===== config.mk =====
export PLATFORM = sky130hd
export DESIGN_NAME = vga_sync_gen
export DESIGN_NICKNAME = d
export VERILOG_FILES = /design/src/rtl/vga_sync_gen.sv
export SDC_FILE = /design/constraint.sdc
export NUM_CORES = 1
export LEC_CHECK = 0
export BUFFER_PORTS_ARGS = -buffer_cell sky130_fd_sc_hd__buf_2
export CAP_MARGIN = 20
export CORE_MARGIN = 5
export CORE_UTILIZATION = 53
export CTS_BUF_LIST = sky130_fd_sc_hd__clkbuf_8
export DETAILED_ROUTE_END_ITERATION = 10
export HOLD_SLACK_MARGIN = 0.08
export PLACE_DENSITY = 0.85
export SYNTH_ARGS = -nofsm -noshare
export SYNTH_HDL_FRONTEND = slang
export SYNTH_SLANG_ARGS = --single-unit

===== constraint.sdc =====
create_clock -name clk -period 2.61 [get_ports clk]
set_input_delay 0.522 -clock clk [delete_from_list [all_inputs] [get_ports clk]]
set_output_delay 0.522 -clock clk [all_outputs]
set_load 0.05 [all_outputs]

===== src/rtl/vga_sync_gen.sv =====
// vga_sync_gen: free-running pixel counters plus delayed VGA sync/enable and frame markers.
module vga_sync_gen #(
    parameter int unsigned H_VISIBLE  = 640,
    parameter int unsigned H_FRONT    = 16,
    parameter int unsigned H_SYNC     = 96,
    parameter int unsigned H_BACK     = 48,
    parameter int unsigned V_VISIBLE  = 480,
    parameter int unsigned V_FRONT    = 10,
    parameter int unsigned V_SYNC     = 2,
    parameter int unsigned V_BACK     = 33,
    parameter int unsigned SYNC_DELAY = 7
) (
    input  logic               clk,
    input  logic               reset,
    output logic signed [31:0] count_h,
    output logic signed [31:0] count_v,
    output logic               vga_hs,
    output logic               vga_vs,
    output logic               vga_de,
    output logic               frame_start,
    output logic [31:0]        frame_count
);

    localparam int unsigned H_TOTAL = H_VISIBLE + H_FRONT + H_SYNC + H_BACK;
    localparam int unsigned V_TOTAL = V_VISIBLE + V_FRONT + V_SYNC + V_BACK;
    // One extra code point so the sync-end bound still fits when the back porch is zero.
    localparam int unsigned HW = $clog2(H_TOTAL + 1);
    localparam int unsigned VW = $clog2(V_TOTAL + 1);

    localparam logic [HW-1:0] H_LAST   = HW'(H_TOTAL - 1);
    localparam logic [HW-1:0] H_VIS    = HW'(H_VISIBLE);
    localparam logic [HW-1:0] HS_START = HW'(H_VISIBLE + H_FRONT);
    localparam logic [HW-1:0] HS_END   = HW'(H_VISIBLE + H_FRONT + H_SYNC);
    localparam logic [VW-1:0] V_LAST   = VW'(V_TOTAL - 1);
    localparam logic [VW-1:0] V_VIS    = VW'(V_VISIBLE);
    localparam logic [VW-1:0] VS_START = VW'(V_VISIBLE + V_FRONT);
    localparam logic [VW-1:0] VS_END   = VW'(V_VISIBLE + V_FRONT + V_SYNC);

    logic [HW-1:0] h_q, h_d;
    logic [VW-1:0] v_q, v_d;
    logic          h_wrap, v_wrap;
    logic          de_raw, hs_raw, vs_raw;
    logic          frame_start_q, frame_start_d;
    logic [31:0]   frame_count_q, frame_count_d;
    // Each stage holds {hs, vs, de}; stage SYNC_DELAY-1 drives the pins.
    logic [2:0]    pipe_q [SYNC_DELAY];

    // Counter advance, raw timing decode and frame bookkeeping.
    always_comb begin
        h_wrap        = (h_q == H_LAST);
        v_wrap        = (v_q == V_LAST);
        h_d           = h_wrap ? '0 : h_q + 1'b1;
        v_d           = v_q;
        frame_start_d = 1'b0;
        frame_count_d = frame_count_q;
        if (h_wrap) begin
            v_d = v_wrap ? '0 : v_q + 1'b1;
            if (v_wrap) begin
                frame_start_d = 1'b1;
                frame_count_d = frame_count_q + 32'd1;
            end
        end
        de_raw = (h_q < H_VIS) && (v_q < V_VIS);
        hs_raw = !((h_q >= HS_START) && (h_q < HS_END));
        vs_raw = !((v_q >= VS_START) && (v_q < VS_END));
    end

    // Counter and frame-marker registers.
    always_ff @(posedge clk or posedge reset) begin
        if (reset) begin
            h_q           <= '0;
            v_q           <= '0;
            frame_start_q <= 1'b0;
            frame_count_q <= '0;
        end else begin
            h_q           <= h_d;
            v_q           <= v_d;
            frame_start_q <= frame_start_d;
            frame_count_q <= frame_count_d;
        end
    end

    // Sync/enable delay line, aligning with the renderer's registered colour.
    always_ff @(posedge clk or posedge reset) begin
        if (reset) begin
            for (int i = 0; i < SYNC_DELAY; i++) begin
                pipe_q[i] <= 3'b110;
            end
        end else begin
            pipe_q[0] <= {hs_raw, vs_raw, de_raw};
            for (int i = 1; i < SYNC_DELAY; i++) begin
                pipe_q[i] <= pipe_q[i-1];
            end
        end
    end

    assign count_h     = 32'(h_q);
    assign count_v     = 32'(v_q);
    assign vga_hs      = pipe_q[SYNC_DELAY-1][2];
    assign vga_vs      = pipe_q[SYNC_DELAY-1][1];
    assign vga_de      = pipe_q[SYNC_DELAY-1][0];
    assign frame_start = frame_start_q;
    assign frame_count = frame_count_q;

endmodule

==> flow_results.xml <==
<?xml version="1.0" encoding="UTF-8"?>
<metrics>
  <group name="status">
    <metric name="outcome" unit="">completed</metric>
  </group>
  <group name="timing">
    <metric name="slew_headroom" unit="">0.6683</metric>
    <metric name="max_slew.worst_pin.slew" unit="ns">0.4930</metric>
    <metric name="timing.final.setup_violations" unit="">0</metric>
    <metric name="fin_crit_sh" unit="">0.9053</metric>
    <metric name="clock-skew-final" unit="ns">0.005485</metric>
    <metric name="endpoints_failing_hold" unit="">0</metric>
    <metric name="setup_tns" unit="ns">0</metric>
    <metric name="drv_slew" unit="">0</metric>
    <metric name="rsz0062_at_grt" unit="">no</metric>
    <metric name="final_ws_setup" unit="ns">0.2470</metric>
    <metric name="min_period" unit="ns">2.363</metric>
    <metric name="max_freq" unit="MHz">423.2</metric>
  </group>
  <group name="yosys">
    <metric name="dominantRegCellSynth" unit="">dfrtp_1</metric>
    <metric name="synthAdderAreaFrac" unit="">0.01816</metric>
    <metric name="yosys_warnings" unit="">0</metric>
    <metric name="mappedNetlistArea" unit="µm²">3446</metric>
    <metric name="post_synth_inst_count" unit="">309</metric>
    <metric name="synthSimpleGateAreaFrac" unit="">0.1968</metric>
    <metric name="ys_ff_latch" unit="">74</metric>
    <metric name="synthMuxAreaShare" unit="">0.003268</metric>
    <metric name="synth-xor-area-share" unit="">0.1144</metric>
    <metric name="async_reset_ff_frac" unit="">1.000</metric>
    <metric name="synth_edf_count" unit="">0</metric>
    <metric name="synth-compound-area-share" unit="">0.01089</metric>
    <metric name="postSynthAreaPerCell" unit="µm²">11.15</metric>
    <metric name="synth.lib_cells_used.distinct" unit="">34</metric>
    <metric name="yosysSeqAreaShare" unit="">0.5425</metric>
    <metric name="synth_top_family_by_area" unit="">simple AND/OR/NAND/NOR gates</metric>
  </group>
  <group name="finish">
    <metric name="register_area" unit="µm²">1869</metric>
    <metric name="multi_input_area" unit="µm²">1361</metric>
    <metric name="final_layout_size_suffix_gt1_frac" unit="">0.2658</metric>
    <metric name="layout_commonest_cell" unit="">dfrtp_1</metric>
    <metric name="fillCellCount" unit="">496</metric>
    <metric name="area.growth.synth_to_final" unit="%">13.33</metric>
    <metric name="final_cell_mix" unit="">dfrtp_1 (60), buf_2 (57), conb_1 (44)</metric>
    <metric name="design.final.nets" unit="">382</metric>
    <metric name="antennaDiodeCount" unit="">0</metric>
  </group>
  <group name="route">
    <metric name="avgViaCountPerCell" unit="">5.140</metric>
    <metric name="violation_count_after_the_first_detailed_routing_iteration" unit="">80</metric>
    <metric name="post_drt_wl_per_cell" unit="µm">14.51</metric>
    <metric name="number_of_antenna_violating_nets_in_the_routed_design" unit="">0</metric>
    <metric name="detail_route.wirelength" unit="µm">6633</metric>
    <metric name="routed-via-count" unit="">2349</metric>
    <metric name="post-route-drc-count" unit="">0</metric>
    <metric name="drt_first_pass_iters" unit="">4</metric>
  </group>
  <group name="floorplan">
    <metric name="core_area" unit="µm²">6350</metric>
    <metric name="area_of_the_die" unit="µm²">8214</metric>
    <metric name="die-width" unit="µm">90.63</metric>
    <metric name="initial_core_util" unit="">0.5427</metric>
    <metric name="ios" unit="">102</metric>
    <metric name="std_cell_rows" unit="">29</metric>
    <metric name="die_height" unit="µm">90.63</metric>
  </group>
  <group name="clocking">
    <metric name="cts_tree" unit="">yes</metric>
    <metric name="max-clock-path-buffers" unit="">2</metric>
    <metric name="htree_levels" unit="">3</metric>
    <metric name="clock-root-buffer" unit="">clkbuf_8</metric>
    <metric name="cts_made_buffers" unit="">9</metric>
    <metric name="insertion_delay" unit="ns">0.34</metric>
    <metric name="hold_buffers" unit="">0</metric>
    <metric name="post_cts.repair.setup_buffers" unit="">0</metric>
    <metric name="cts_repair_resize_count" unit="">0</metric>
    <metric name="cts.sinks" unit="">74</metric>
    <metric name="path_clk_slew" unit="ns">0.08</metric>
  </group>
  <group name="worst_setup_path">
    <metric name="worst-path-buf-inv" unit="">1</metric>
    <metric name="cp_slowest_stage_delay" unit="ns">0.65</metric>
    <metric name="timing.critical_path.to_type" unit="">flip-flop</metric>
    <metric name="setup.worst_path.class" unit="">flip-flop to flip-flop</metric>
    <metric name="crit_path_start_kind" unit="">flip-flop</metric>
    <metric name="worst-path-max-fanout" unit="">12</metric>
    <metric name="crit_path_start" unit="">v_q[0]$_DFFE_PP0N_</metric>
    <metric name="worst_ep_arrival_time" unit="ns">2.63</metric>
    <metric name="source_of_the_worst_register_to_register_timing_path" unit="">v_q[0]$_DFFE_PP0N_</metric>
    <metric name="ff2ff_path_depth" unit="">7</metric>
    <metric name="critical_path.slowest_cell" unit="">or4_4</metric>
    <metric name="timing.critical_path.cells" unit="">inv_1 &gt; ha_1 &gt; and4bb_1 &gt; nand4_2 &gt; or4_4 &gt; nor4_2 &gt; xor2_1</metric>
    <metric name="worst-endpoint-required" unit="ns">2.88</metric>
    <metric name="crit_cells" unit="">7</metric>
    <metric name="critical_path.top_delay_family" unit="">simple AND/OR/NAND/NOR gates</metric>
  </group>
  <group name="placement">
    <metric name="dp_worst_setup_slack" unit="ns">0.2026</metric>
    <metric name="place.detailed.hpwl" unit="µm">4747</metric>
    <metric name="port_buffers" unit="">57</metric>
    <metric name="place_congestion" unit="">0.8811</metric>
  </group>
  <group name="grt">
    <metric name="grt_use_total" unit="">0.1646</metric>
    <metric name="grt_max_degree" unit="">75</metric>
    <metric name="grt_overflow_total" unit="">0</metric>
    <metric name="number_of_antenna_violations_at_the_first_check_in_global_routing" unit="">0</metric>
    <metric name="grt_pass1_wl" unit="µm">10940</metric>
    <metric name="number_of_global_route_vias_before_repair" unit="">2257</metric>
  </group>
  <group name="flow_run">
    <metric name="timing.max_cap.violations" unit="">0</metric>
  </group>
  <group name="min_path">
    <metric name="hold_path.class" unit="">input port to async pin</metric>
  </group>
  <group name="pwr">
    <metric name="power.density_cell_area" unit="nW/µm²">586.7</metric>
    <metric name="irDropWorstVdd" unit="mV">0.3501</metric>
    <metric name="cellLeakagePower" unit="nW">1.937</metric>
    <metric name="fin_total_pwr" unit="mW">2.291</metric>
  </group>
</metrics>
## per-stage QoR
step / util / instance area, µm² / hold WS [ns] / std cells
after floorplan: - / 3607 / 0.3312 / 352
after global placement: 0.5787 / 3675 / 0.3335 / 441
after detailed placement: 0.5787 / 3675 / 0.3471 / 441
after CTS: 0.6140 / 3899 / 0.2498 / 457
after global routing: 0.6150 / 3905 / 0.2613 / 457
final: 0.6150 / 3905 / 0.2392 / 457
## cell families (layout without fill, tap and decap cells)
kind of cell,after synthesis,count (layout)
AND/OR/NAND/NOR,119,119
flip-flops,74,74
buffers and inverters,57,85
XOR/XNOR,45,45
AO/OA/AOI/OAI,7,7
adder cells (fa/ha/maj),5,5
other,1,44
multiplexers,1,1
## registers in the layout, indices dropped and copies added (netlist names)
register,cells
h_q,10
v_q,10
vga_hs,1
vga_vs,1
frame_start,1
vga_de,1
frame_count,32
pipe_q,18
## area by class of cell
cell class | count | share of cell area
repair buffers | 60 | 0.08202
inverters | 9 | 0.008651
clock buffers | 9 | 0.03172
clock inverters | 7 | 0.02563
multi-input cells | 221 | 0.3486
well taps | 77 | 0.02467
flip-flops and latches | 74 | 0.4787
## synth_stat cells (all sizes together), types with 9 or more instances
master / instances / area (µm²)
dfrtp: 60 / 1501
buf: 48 / 355.3
xnor2: 27 / 236.5
nand3: 25 / 125.1
nand2: 20 / 75.07
nor2: 20 / 75.07
xor2: 18 / 157.7
nand4: 15 / 100.1
dfstp: 14 / 367.9
nor3: 13 / 91.34
inv: 9 / 33.78
## tightest hold or removal path, cell delays in order
cell and delay [ns]:
buf_2 0.10, inv_2 0.06, buf_12 0.31
## layer usage
layer,vias up,track usage,share of wire
met3,12,0.06417,0.082
met4,0,0.06203,0.012
li1,1085,-,-
met1,1145,0.2027,0.41
met5,-,0,0
met2,107,0.2609,0.50
## power by group
part           internal, mW  switching [mW]
Combinational       0.00386           0.160
Clock                 0.544           0.437
Sequential             1.15               0
## final timing paths
check,endpoint,slack [ns]
min in group clk,pipe_q[14]$_DFF_PP1_,0.36
hold reg to reg,pipe_q[14]$_DFF_PP1_,0.36
hold / removal,pipe_q[3]$_DFF_PP0_,0.24
setup / recovery,frame_count[28]$_DFFE_PP0P_,0.25
max in group asynchronous,pipe_q[20]$_DFF_PP1_,2.04
setup reg to reg,frame_count[28]$_DFFE_PP0P_,0.25
(Power assumes the default switching activity.)
